File: src/rtl/multi_hart_dbg_ctrl.sv
// Multi-hart debug controller: per-hart run-control FSMs (halt/resume with
// sticky resume acknowledge), status summaries over the selected hart set,
// and an abstract-register access engine with timeout and sticky cmderr.
module multi_hart_dbg_ctrl #(
  parameter int NUM_HARTS  = 4,
  parameter int AR_TIMEOUT = 64,
  parameter int HSW        = (NUM_HARTS > 1) ? $clog2(NUM_HARTS) : 1
) (
  input  logic                      clk_i,
  input  logic                      reset_i,
  input  logic                      dm_haltreq_i,
  input  logic                      dm_resumereq_i,
  input  logic [HSW-1:0]            dm_hartsel_i,
  input  logic [NUM_HARTS-1:0]      dm_hamask_i,
  input  logic                      dm_ar_en_i,
  input  logic                      dm_ar_wr_i,
  input  logic [15:0]               dm_ar_ad_i,
  input  logic [31:0]               dm_ar_wdata_i,
  output logic [31:0]               dm_ar_rdata_o,
  output logic                      dm_ar_done_o,
  output logic                      dm_ar_busy_o,
  output logic [2:0]                dm_ar_err_o,
  input  logic                      dm_ar_errclr_i,
  output logic                      dm_allhalted_o,
  output logic                      dm_anyhalted_o,
  output logic                      dm_allrunning_o,
  output logic                      dm_anyrunning_o,
  output logic                      dm_allresumeack_o,
  output logic                      dm_anyresumeack_o,
  output logic [NUM_HARTS-1:0]      hart_haltreq_o,
  output logic [NUM_HARTS-1:0]      hart_resumereq_o,
  input  logic [NUM_HARTS-1:0]      hart_halted_i,
  input  logic [NUM_HARTS-1:0]      hart_resumeack_i,
  output logic [NUM_HARTS-1:0]      hart_ar_en_o,
  output logic                      hart_ar_wr_o,
  output logic [15:0]               hart_ar_ad_o,
  output logic [31:0]               hart_ar_wdata_o,
  input  logic [NUM_HARTS*32-1:0]   hart_ar_rdata_i,
  input  logic [NUM_HARTS-1:0]      hart_ar_done_i
);

  localparam int CW = $clog2(AR_TIMEOUT + 1);

  typedef enum logic [1:0] {H_RUN = 2'd0, H_HALTING = 2'd1, H_HALTED = 2'd2, H_RESUMING = 2'd3} hst_e;
  typedef enum logic [1:0] {A_IDLE = 2'd0, A_ACCESS = 2'd1, A_WAIT = 2'd2, A_DONE = 2'd3} ast_e;

  hst_e                 hst_q [NUM_HARTS];
  hst_e                 hst_d [NUM_HARTS];
  logic [NUM_HARTS-1:0] rack_q, rack_d;
  ast_e                 ar_q, ar_d;
  logic [2:0]           err_q, err_d;
  logic [CW-1:0]        cnt_q, cnt_d;
  logic [HSW-1:0]       sel_q, sel_d;
  logic                 wr_q, wr_d;
  logic [15:0]          ad_q, ad_d;
  logic [31:0]          wdata_q, wdata_d;
  logic [31:0]          rdata_q, rdata_d;

  logic                 hsel_valid_s;
  logic [NUM_HARTS-1:0] hsel_oh_s, sel_mask_s, halted_vec_s, run_vec_s;
  logic [NUM_HARTS-1:0] sel_oh_s;
  logic                 tgt_halted_s, done_sel_s;
  logic [31:0]          rdata_sel_s;
  logic                 err_set_s;
  logic [2:0]           err_val_s;

  // Decode the selected hart set and per-hart status vectors.
  always_comb begin
    hsel_valid_s = (32'(dm_hartsel_i) < 32'(NUM_HARTS));
    for (int i = 0; i < NUM_HARTS; i++) begin
      hsel_oh_s[i]    = hsel_valid_s && (dm_hartsel_i == HSW'(i));
      sel_mask_s[i]   = dm_hamask_i[i] | hsel_oh_s[i];
      halted_vec_s[i] = (hst_q[i] == H_HALTED);
      run_vec_s[i]    = (hst_q[i] == H_RUN);
    end
    tgt_halted_s = |(hsel_oh_s & halted_vec_s);
  end

  // Hart FSM state and sticky resume-ack registers.
  always_ff @(posedge clk_i) begin
    if (reset_i) begin
      for (int i = 0; i < NUM_HARTS; i++) hst_q[i] <= H_RUN;
      rack_q <= {NUM_HARTS{1'b0}};
    end else begin
      hst_q  <= hst_d;
      rack_q <= rack_d;
    end
  end

  // Hart FSM next state; a halt request beats a simultaneous resume request.
  always_comb begin
    rack_d = rack_q;
    for (int i = 0; i < NUM_HARTS; i++) begin
      hst_d[i] = hst_q[i];
      case (hst_q[i])
        H_RUN: begin
          if (hart_halted_i[i]) hst_d[i] = H_HALTED;
          else if (sel_mask_s[i] && dm_haltreq_i) hst_d[i] = H_HALTING;
          else hst_d[i] = H_RUN;
        end
        H_HALTING: begin
          if (hart_halted_i[i]) hst_d[i] = H_HALTED;
          else hst_d[i] = H_HALTING;
        end
        H_HALTED: begin
          if (sel_mask_s[i] && dm_resumereq_i && !dm_haltreq_i) begin
            hst_d[i]  = H_RESUMING;
            rack_d[i] = 1'b0;
          end else begin
            hst_d[i] = H_HALTED;
          end
        end
        H_RESUMING: begin
          if (hart_resumeack_i[i]) begin
            hst_d[i]  = H_RUN;
            rack_d[i] = 1'b1;
          end else begin
            hst_d[i] = H_RESUMING;
          end
        end
        default: hst_d[i] = H_RUN;
      endcase
    end
  end

  // Hart request outputs and status summaries over the selected set.
  always_comb begin
    for (int i = 0; i < NUM_HARTS; i++) begin
      hart_haltreq_o[i]   = (hst_q[i] == H_HALTING);
      hart_resumereq_o[i] = (hst_q[i] == H_RESUMING);
    end
    dm_anyhalted_o    = |(sel_mask_s & halted_vec_s);
    dm_allhalted_o    = (|sel_mask_s) && ((sel_mask_s & halted_vec_s) == sel_mask_s);
    dm_anyrunning_o   = |(sel_mask_s & run_vec_s);
    dm_allrunning_o   = (|sel_mask_s) && ((sel_mask_s & run_vec_s) == sel_mask_s);
    dm_anyresumeack_o = |(sel_mask_s & rack_q);
    dm_allresumeack_o = (|sel_mask_s) && ((sel_mask_s & rack_q) == sel_mask_s);
  end

  // Decode the latched target hart and mux its completion and read data.
  always_comb begin
    rdata_sel_s = 32'd0;
    for (int i = 0; i < NUM_HARTS; i++) begin
      sel_oh_s[i] = (sel_q == HSW'(i));
      if (sel_oh_s[i]) rdata_sel_s = hart_ar_rdata_i[i*32 +: 32];
      else rdata_sel_s = rdata_sel_s;
    end
    done_sel_s = |(hart_ar_done_i & sel_oh_s);
  end

  // Abstract-register engine state and command registers.
  always_ff @(posedge clk_i) begin
    if (reset_i) begin
      ar_q    <= A_IDLE;
      err_q   <= 3'd0;
      cnt_q   <= {CW{1'b0}};
      sel_q   <= {HSW{1'b0}};
      wr_q    <= 1'b0;
      ad_q    <= 16'd0;
      wdata_q <= 32'd0;
      rdata_q <= 32'd0;
    end else begin
      ar_q    <= ar_d;
      err_q   <= err_d;
      cnt_q   <= cnt_d;
      sel_q   <= sel_d;
      wr_q    <= wr_d;
      ad_q    <= ad_d;
      wdata_q <= wdata_d;
      rdata_q <= rdata_d;
    end
  end

  // Abstract-register next state; a new error outranks an error clear.
  always_comb begin
    ar_d      = ar_q;
    cnt_d     = cnt_q;
    sel_d     = sel_q;
    wr_d      = wr_q;
    ad_d      = ad_q;
    wdata_d   = wdata_q;
    rdata_d   = rdata_q;
    err_set_s = 1'b0;
    err_val_s = 3'd0;
    case (ar_q)
      A_IDLE: begin
        if (!dm_ar_en_i) begin
          ar_d = A_IDLE;
        end else if (err_q != 3'd0) begin
          ar_d = A_DONE;
        end else if (!tgt_halted_s) begin
          ar_d      = A_DONE;
          err_set_s = 1'b1;
          err_val_s = 3'd4;
        end else begin
          ar_d    = A_ACCESS;
          sel_d   = dm_hartsel_i;
          wr_d    = dm_ar_wr_i;
          ad_d    = dm_ar_ad_i;
          wdata_d = dm_ar_wdata_i;
        end
      end
      A_ACCESS: begin
        ar_d  = A_WAIT;
        cnt_d = {CW{1'b0}};
        if (dm_ar_en_i) begin
          err_set_s = 1'b1;
          err_val_s = 3'd1;
        end else begin
          err_set_s = 1'b0;
        end
      end
      A_WAIT: begin
        if (done_sel_s) begin
          ar_d = A_DONE;
          if (!wr_q) rdata_d = rdata_sel_s;
          else rdata_d = rdata_q;
          if (dm_ar_en_i) begin
            err_set_s = 1'b1;
            err_val_s = 3'd1;
          end else begin
            err_set_s = 1'b0;
          end
        end else if (cnt_q == CW'(AR_TIMEOUT - 1)) begin
          ar_d      = A_DONE;
          err_set_s = 1'b1;
          err_val_s = 3'd3;
        end else begin
          cnt_d = cnt_q + CW'(1);
          if (dm_ar_en_i) begin
            err_set_s = 1'b1;
            err_val_s = 3'd1;
          end else begin
            err_set_s = 1'b0;
          end
        end
      end
      A_DONE: ar_d = A_IDLE;
      default: ar_d = A_IDLE;
    endcase
    if (err_set_s) err_d = err_val_s;
    else if (dm_ar_errclr_i) err_d = 3'd0;
    else err_d = err_q;
  end

  // Abstract-register outputs, decoded from registered state only.
  always_comb begin
    if (ar_q == A_ACCESS) hart_ar_en_o = sel_oh_s;
    else hart_ar_en_o = {NUM_HARTS{1'b0}};
    dm_ar_busy_o    = (ar_q == A_ACCESS) || (ar_q == A_WAIT);
    dm_ar_done_o    = (ar_q == A_DONE);
    dm_ar_err_o     = err_q;
    dm_ar_rdata_o   = rdata_q;
    hart_ar_wr_o    = wr_q;
    hart_ar_ad_o    = ad_q;
    hart_ar_wdata_o = wdata_q;
  end

endmodule
File: config.mk
export PLATFORM = sky130hd
export DESIGN_NAME = multi_hart_dbg_ctrl
export DESIGN_NICKNAME = d
export VERILOG_FILES = /design/src/rtl/multi_hart_dbg_ctrl.sv
export SDC_FILE = /design/constraint.sdc
export NUM_CORES = 1
export LEC_CHECK = 0
export BUFFER_PORTS_ARGS = -buffer_cell sky130_fd_sc_hd__buf_2
export CAP_MARGIN = 20
export CORE_AREA = 4 4 122 124
export CTS_CLUSTER_DIAMETER = 100
export DETAILED_ROUTE_END_ITERATION = 10
export DIE_AREA = 0 0 126 128
export HOLD_SLACK_MARGIN = 0.03
export MAX_ROUTING_LAYER = met4
export PLACE_DENSITY = 0.7
export SYNTH_ARGS = -nofsm -noshare
export SYNTH_HDL_FRONTEND = slang
export SYNTH_SLANG_ARGS = --single-unit
File: constraint.sdc
create_clock -name clk_i -period 4.3 [get_ports clk_i]
set_input_delay 0.215 -clock clk_i [delete_from_list [all_inputs] [get_ports clk_i]]
set_output_delay 0.215 -clock clk_i [all_outputs]
set_load 0.03 [all_outputs]
==> results of run 1 <==
-- power by group through the flow --
stage	Combinational [W]	Clock, W	Sequential (W)
2_1_floorplan	0.000505	0	0.00127
6_report	0.000918	0.000876	0.00113
5_1_grt	0.000994	0.000932	0.00114
3_5_place_dp	0.000904	0	0.00115
3_3_place_gp	0.000898	0	0.00115
4_1_cts	0.000907	0.000892	0.00113
-- critical path, stage by stage (launching register included) --
cell and delay [ns]:
dfxtp_1 0.48, nor2b_1 0.27, mux4_2 0.98, nand3_1 0.25, a21oi_1 0.19
-- flip-flops by register name, indices dropped and copies added, names as in the netlist --
register,count
cnt_q,7
hart_ar_ad_o,16
hart_ar_wdata_o,32
rack_q,4
ar_q,2
hart_ar_wr_o,1
hst_q,8
dm_ar_rdata_o,32
dm_ar_err_o,3
sel_q,2
-- stage by stage --
stage	setup slack [ns]	area, um2	utilization, %	std cells
after global placement	2.00	6990	50.7	1058
after global routing	1.87	7330	53.2	1075
after detailed placement	1.89	6990	50.7	1058
after floorplan	2.18	5470	-	629
after CTS	1.87	7300	53.0	1073
final	2.00	7330	53.2	1075
-- cell usage in the layout (no fill, tap or decap), types with 8 or more instances in the layout --
cell type	synthesis	final
a21oi_1	101	101
buf_2	29	303
clkbuf_16	0	9
dfxtp_1	107	105
inv_1	8	8
mux4_2	35	35
nand2_1	76	76
nand2b_1	9	9
nand3_1	58	57
nor2_1	18	18
nor2b_1	17	17
nor3_1	10	10
o21ai_1	54	54
o22ai_1	8	8
-- layer usage --
metal	GRT usage [%]	part of all wire (%)	vias up
met4	6.62	1.7	0
met5	-	0	-
li1	-	-	2817
met2	35.6	48	273
met3	5.13	8.9	29
met1	29.1	41	2738
-- Yosys cell counts, types with 4 or more instances --
cell type,n,area [um2]
mux4_2,35,788
o21ai_1,54,270
inv_1,8,30.0
nand2b_1,9,56.3
o22ai_1,8,50.1
a21o_1,4,30.0
a211oi_1,6,45.0
ha_1,6,75.1
a21oi_1,101,505
nor3_1,10,50.1
nor2b_1,17,106
o21ai_0,5,25.0
buf_2,29,145
dfxtp_1,107,2140
and2_1,4,25.0
nand3_1,58,290
clkbuf_1,27,101
nand2_1,76,285
nor2_1,18,67.6
-- logic make-up after synthesis --
group,after synthesis
DFF,107
AOI/OAI and AO/OA,208
and+or+nand+nor,205
muxes,37
adders and majority gates,6
buffers and inverters,66
-- final timing paths --
check	start	to	cells past startpoint
setup / recovery	hst_q[5]	hart_ar_ad_o[10]	4
hold reg to reg	dm_ar_rdata_o[5]	dm_ar_rdata_o[5]	2
setup reg to reg	hst_q[5]	hart_ar_ad_o[10]	4
hold / removal	hart_resumeack_i[3]	hst_q[1]	2
-- area by class of cell --
class / count / share of cell area, %
Clock inverter: 4 / 1.01
Clock buffer: 11 / 3.17
Timing Repair Buffer: 309 / 21.6
Sequential cell: 107 / 29.3
Tap cell: 180 / 3.07
Multi-Input combinational cell: 456 / 41.5
Inverter: 8 / 0.410
==> summary.txt, run 1 <==
Status
  – Status: completed

Synthesis
  – Post-synthesis adder-cell area fraction: roughly 1.4%
  – Xor/xnor share of the synthesized area: 0%
  – Largest family of logic cells by synthesized area: compound AO/OA/AOI/OAI gates
  – Asr flop ratio synth: 0%
  – Post-synth EDFFs: 0
  – Simple-Gate Fraction of Synth Area: 17.9%
  – Synth cell types: 50
  – Register area share after synthesis: 39.2%
  – Net Count, Synth: between 800 and 900
  – Synth Cell Area: roughly 5500 um2
  – Post-synthesis instance total: roughly 630
  – Synth Area in Compound Gates: a little over a fifth
  – Syn Area/Cell: 8.70 um2
  – Top_reg_cell synth: dfxtp_1
  – Post-synthesis register bit count: 107
  – Mux cell area share after synthesis: between 10 and 15%
  – Syn. warnings: 0

Worst setup path
  – Kind of critical path: flop to flop
  – WP data required: between 4 and 5 ns
  – Critical path arrival: ~2.6 ns
  – Crit start category: flop
  – Critical path fanouts, max: 52
  – R2R setup slack: about 2.0 ns
  – CP Capture Type: flop

STA
  – Rel. slew slack: 25.3%
  – # setup viols final: 0
  – Setup TNS: 0 ns
  – Hold WS: between 0.08 and 0.09 ns
  – Slew Viols, Final: 0
  – Min cycle time layout: ~2.3 ns
  – Final hold vios: 0
  – Final worst-path cycle share: roughly 54%
  – Worst Tran Pin Value: 1.12 ns
  – Maximum operating frequency: 435 MHz
  – Unrepaired setup endpoints after global routing: no
  – Skew final: 0.00901 ns

Clock tree
  – Worst skew pair latency: about 0.35 ns
  – CTS H-tree lvls: 3
  – Clk slew on worst S/H paths: 0.07 ns
  – Post-cts hold buffer count: 0
  – Root Buffer Master: clkbuf_16
  – CTS tree: built
  – TritonCTS Buffers: 9
  – CTS Buffer Depth: 2
  – Resized Gates After CTS: 0
  – CTS sink count: 107
  – Post-CTS Setup Inserts: 0

Die
  – FP Rows: 43
  – Die area: roughly 16000 um2
  – Total core area: between 10000 and 15000 um2
  – Die Span X: between 100 and 150 um
  – Die Ht: ~130 um
  – Initial Util: 39.7%
  – Top Ports: 305

Finish
  – Number of diodes: 0
  – Nets: approximately 1100
  – Sequential cell area: approximately 2100 um2
  – Multi-input logic area: around 3000 um2
  – Area growth, synth to finish: 34.0%
  – Share of cells above drive strength 1: 40.8%
  – Fillers: approximately 1300

Place
  – Dpl hpwl: 14000 um
  – GPL Wtd Cong: about 0.91
  – Port-buffer cells: roughly 300

Power and ir drop
  – Comb power frac: about a third
  – PwrDens: roughly 400 nW/um2
  – Max IR drop VDD: about 0.16 mV
  – Seq pwr share: 38.6%
  – Switch share: approximately a third
  – LEAKAGE: ~3.2 nW
  – Design Power: about 0.0029 W
  – Internal power: approximately 0.0019 W
  – Clk network pwr share: roughly 30%
  – Switching Power: slightly above 0.001 W

Route
  – Drt total wl: about 19000 um
  – DR iter-0 viols: ~340
  – Routed Antenna Nets: 0
  – Vias post-DR: a little under 6000
  – Via/cell ratio: about 5.4
  – Iteration count of the initial detailed-routing pass: 4
  – Drt wl/cell: between 15 and 20 um
  – DR DRC count: 0

Global routing
  – First-pass GRT wire length: between 20000 and 30000 um
  – GRT overflow: 0
  – Gr usage total: a little under a quarter
  – Number of global-route vias before repair: ~5600
  – Largest net degree at the start of global routing: 60
  – Initial antenna violation count: 0

Run
  – Max-Cap Viols: 0

Worst hold path
  – Worst hold path type: primary input to flop
Power figures use the tool's default switching activity.
==> run 2, diff against run 1 <==
PLACE_DENSITY = 0.73   (was 0.7)
clock period = 1.95 ns   (was 4.3 ns; I/O delays follow)
==> run 2 against run 1 <==
Net effect:
- worst setup slack got worse by 1.9 ns
- global-route usage rose by 1.2 points
- final area rose by 10%
- die area did not move
- combinational power rose by 140%
- non-clock buffer count rose by 72
- fmax rose by 28%
- final cell count rose by 7.1%
- critical path type unchanged
- largest cell class unchanged
- largest power group unchanged
==> summary.txt, run 2 (synthesized netlist as in run 1, its figures left out) <==
Status
  – Status: completed

Die
  – Die Span X: 126 um (unchanged)
  – Top Ports: 305 (unchanged)
  – Die Ht: 128 um (unchanged)
  – FP Rows: 43 (unchanged)
  – Total core area: 13800 um2 (unchanged)
  – Die area: 16100 um2 (unchanged)
  – Initial Util: 39.7% (unchanged)

Finish
  – Most frequent cells in the layout: buf_2, dfxtp_1, a21oi_1, nand2_1
  – Fillers: 1255 (-5.5%)
  – Commonest non-fill, non-tap cell in the layout: buf_2
  – Nets: 1170 (+6.6%)
  – Area growth, synth to finish: 47.7%
  – Share of cells above drive strength 1: 39.6% (-1.2 points)
  – Design Area, Final: 8080 um2 (+10%)

Worst setup path
  – Critical path arrival: 2.08 ns (-0.49 ns)
  – Crit-path cells: mux2_2, o22a_1, or4_1, a21boi_1
  – Critical path fanouts, max: 9 (-83%)
  – Slowest-stage cell, CP: or4_1
  – Crit start category: flop
  – Delay-heaviest family, CP: simple AND/OR/NAND/NOR gates
  – CP Capture Type: flop
  – Kind of critical path: flop to flop
  – WP buf/inv: 0 (unchanged)
  – Crit-path max cell delay: 0.49 ns (-0.49 ns)
  – WP data required: 2.23 ns (-2.34 ns)

Power and ir drop
  – Switching Power: 0.00236 W (+130%)
  – Internal power: 0.00424 W (+120%)
  – PwrDens: 817 nW/um2 (+110%)
  – Comb power frac: 33.9% (+2.5 points)
  – Switch share: 35.7% (+0.67 points)
  – Max IR drop VDD: 0.533 mV (+230%)
  – Seq pwr share: 37.5% (-1.1 points)
  – LEAKAGE: 3.50 nW (+10%)
  – Clk network pwr share: 28.7% (-1.3 points)

Clock tree
  – CTS tree: built
  – TritonCTS Buffers: 9 (unchanged)
  – CTS Buffer Depth: 2 (unchanged)
  – Root Buffer Master: clkbuf_16
  – CTS sink count: 107 (unchanged)
  – Worst skew pair latency: 0.35 ns (about the same)
  – Post-CTS Setup Inserts: 0 (unchanged)
  – Clk slew on worst S/H paths: 0.07 ns (about the same)
  – Resized Gates After CTS: 0 (unchanged)
  – CTS H-tree lvls: 3 (unchanged)

Route
  – DR iter-0 viols: 496 (+46%)
  – Drt total wl: 19600 um (+3.9%)
  – Drt wl/cell: 17.0 um (-3.0%)
  – DR DRC count: 0 (unchanged)
  – Routed Antenna Nets: 0 (unchanged)
  – Vias post-DR: 6116 (+4.4%)
  – Via/cell ratio: 5.31 (-2.5%)
  – Iteration count of the initial detailed-routing pass: 4 (unchanged)

STA
  – Unrepaired setup endpoints after global routing: no
  – Final worst-path cycle share: 92.3% (+39 points)
  – Min cycle time layout: 1.80 ns (-0.500 ns)
  – Final hold vios: 0 (unchanged)
  – # setup viols final: 0 (unchanged)
  – Skew final: 0.00782 ns (-0.00119 ns)
  – Rel. slew slack: 67.9% (+43 points)
  – Maximum operating frequency: 555 MHz (+28%)
  – Worst Tran Pin Value: 0.482 ns (-0.638 ns)
  – Slew Viols, Final: 0 (unchanged)
  – Setup TNS: 0 ns (unchanged)

Global routing
  – Largest net degree at the start of global routing: 51 (-15%)
  – Met2 usage: 38.1% (+2.5 points)
  – Grt met1 use: 30.3% (+1.2 points)
  – Grt peak-use layer: met2
  – First-pass GRT wire length: 30300 um (+6.2%)
  – GRT overflow: 0 (unchanged)
  – Met3 GRT Util: 4.21% (-0.92 points)
  – Gr usage total: 23.7% (+1.2 points)
  – Number of global-route vias before repair: 5879 (+5.9%)
  – Initial antenna violation count: 4 (+4)

Run
  – Max-Cap Viols: 0 (unchanged)

Worst hold path
  – Worst hold path type: primary input to flop

Place
  – Placement Cell Area: 7190 um2 (+2.9%)
  – Port-buffer cells: 304 (unchanged)
  – GPL Wtd Cong: 0.892 (-2.0%)
  – Dpl hpwl: 14000 um (-0.30%)
-- run 2: cell count changes in the layout (fill, tap and decap cells not counted), moves of 2 or more --
cell           before  now
clkinvlp_4          0    2
dlygate4sd3_1       0   57
inv_6               1    3
buf_4               4   15
clkbuf_1            2    0
buf_12              1    6
diode_2             0    3
-- run 2: timing repair --
item | 4_1_cts | 5_1_grt
hold endpoints to repair | 57 | 0
hold buffers | 57 | 0
endpoints found under the setup margin | 0 | 0
-- run 2: stage by stage --
| step | total power (W) | setup WS, ns | std cells | hold slack (ns) | utilization [%] |
|---|---|---|---|---|---|
| CTS | 0.00664 | 0.160 | 1148 | 0.0676 | 58.6 |
| detailed placement | 0.00465 | 0.170 | 1075 | 0.323 | 52.2 |
| global placement | 0.00463 | 0.202 | 1075 | 0.319 | 52.2 |
| floorplan | 0.00391 | 0.0687 | 629 | 0.196 | - |
| finish | 0.00660 | 0.149 | 1151 | 0.0869 | 58.6 |
| global route | 0.00694 | 0.0241 | 1151 | 0.0892 | 58.6 |
-- run 2: worst register-to-register path, stage by stage (launching register included) --
cell,delay [ns]
dfxtp_2,0.46
mux2_2,0.38
o22a_1,0.26
or4_1,0.49
a21boi_1,0.15
-- run 2: power groups by stage --
stage	logic (W)	clock network, W	registers [W]
5_1_grt	0.00242	0.00202	0.00250
4_1_cts	0.00223	0.00194	0.00247
3_5_place_dp	0.00213	0	0.00252
3_3_place_gp	0.00212	0	0.00251
2_1_floorplan	0.00111	0	0.00279
6_report	0.00224	0.00189	0.00247
-- run 2: path summary, 6_finish.rpt --
path | to | slack (ns) | depth (start not counted) | startpoint
min reg2reg | dm_ar_rdata_o[22] | 0.46 | 2 | dm_ar_rdata_o[22]
max | cnt_q[4] | 0.15 | 4 | sel_q[0]
min | dm_ar_err_o[0] | 0.09 | 3 | dm_ar_errclr_i
max reg2reg | cnt_q[4] | 0.15 | 4 | sel_q[0]
-- run 2: metal layers --
layer / wire, um / up-vias
met2: 9830 / 232
met5: 0 / -
li1: - / 2967
met4: 456 / 0
met1: 8000 / 2881
met3: 1280 / 36
-- run 2: area by class of cell --
class	count	area, um2	share of cell area [%]
inverters	8	30.0	0.372
diodes	3	7.51	0.0929
clock inverters	7	82.6	1.02
repair buffers	381	2320	28.7
multi-input cells	456	3040	37.7
flip-flops and latches	107	2140	26.5
clock buffers	9	225	2.79
well taps	180	225	2.79
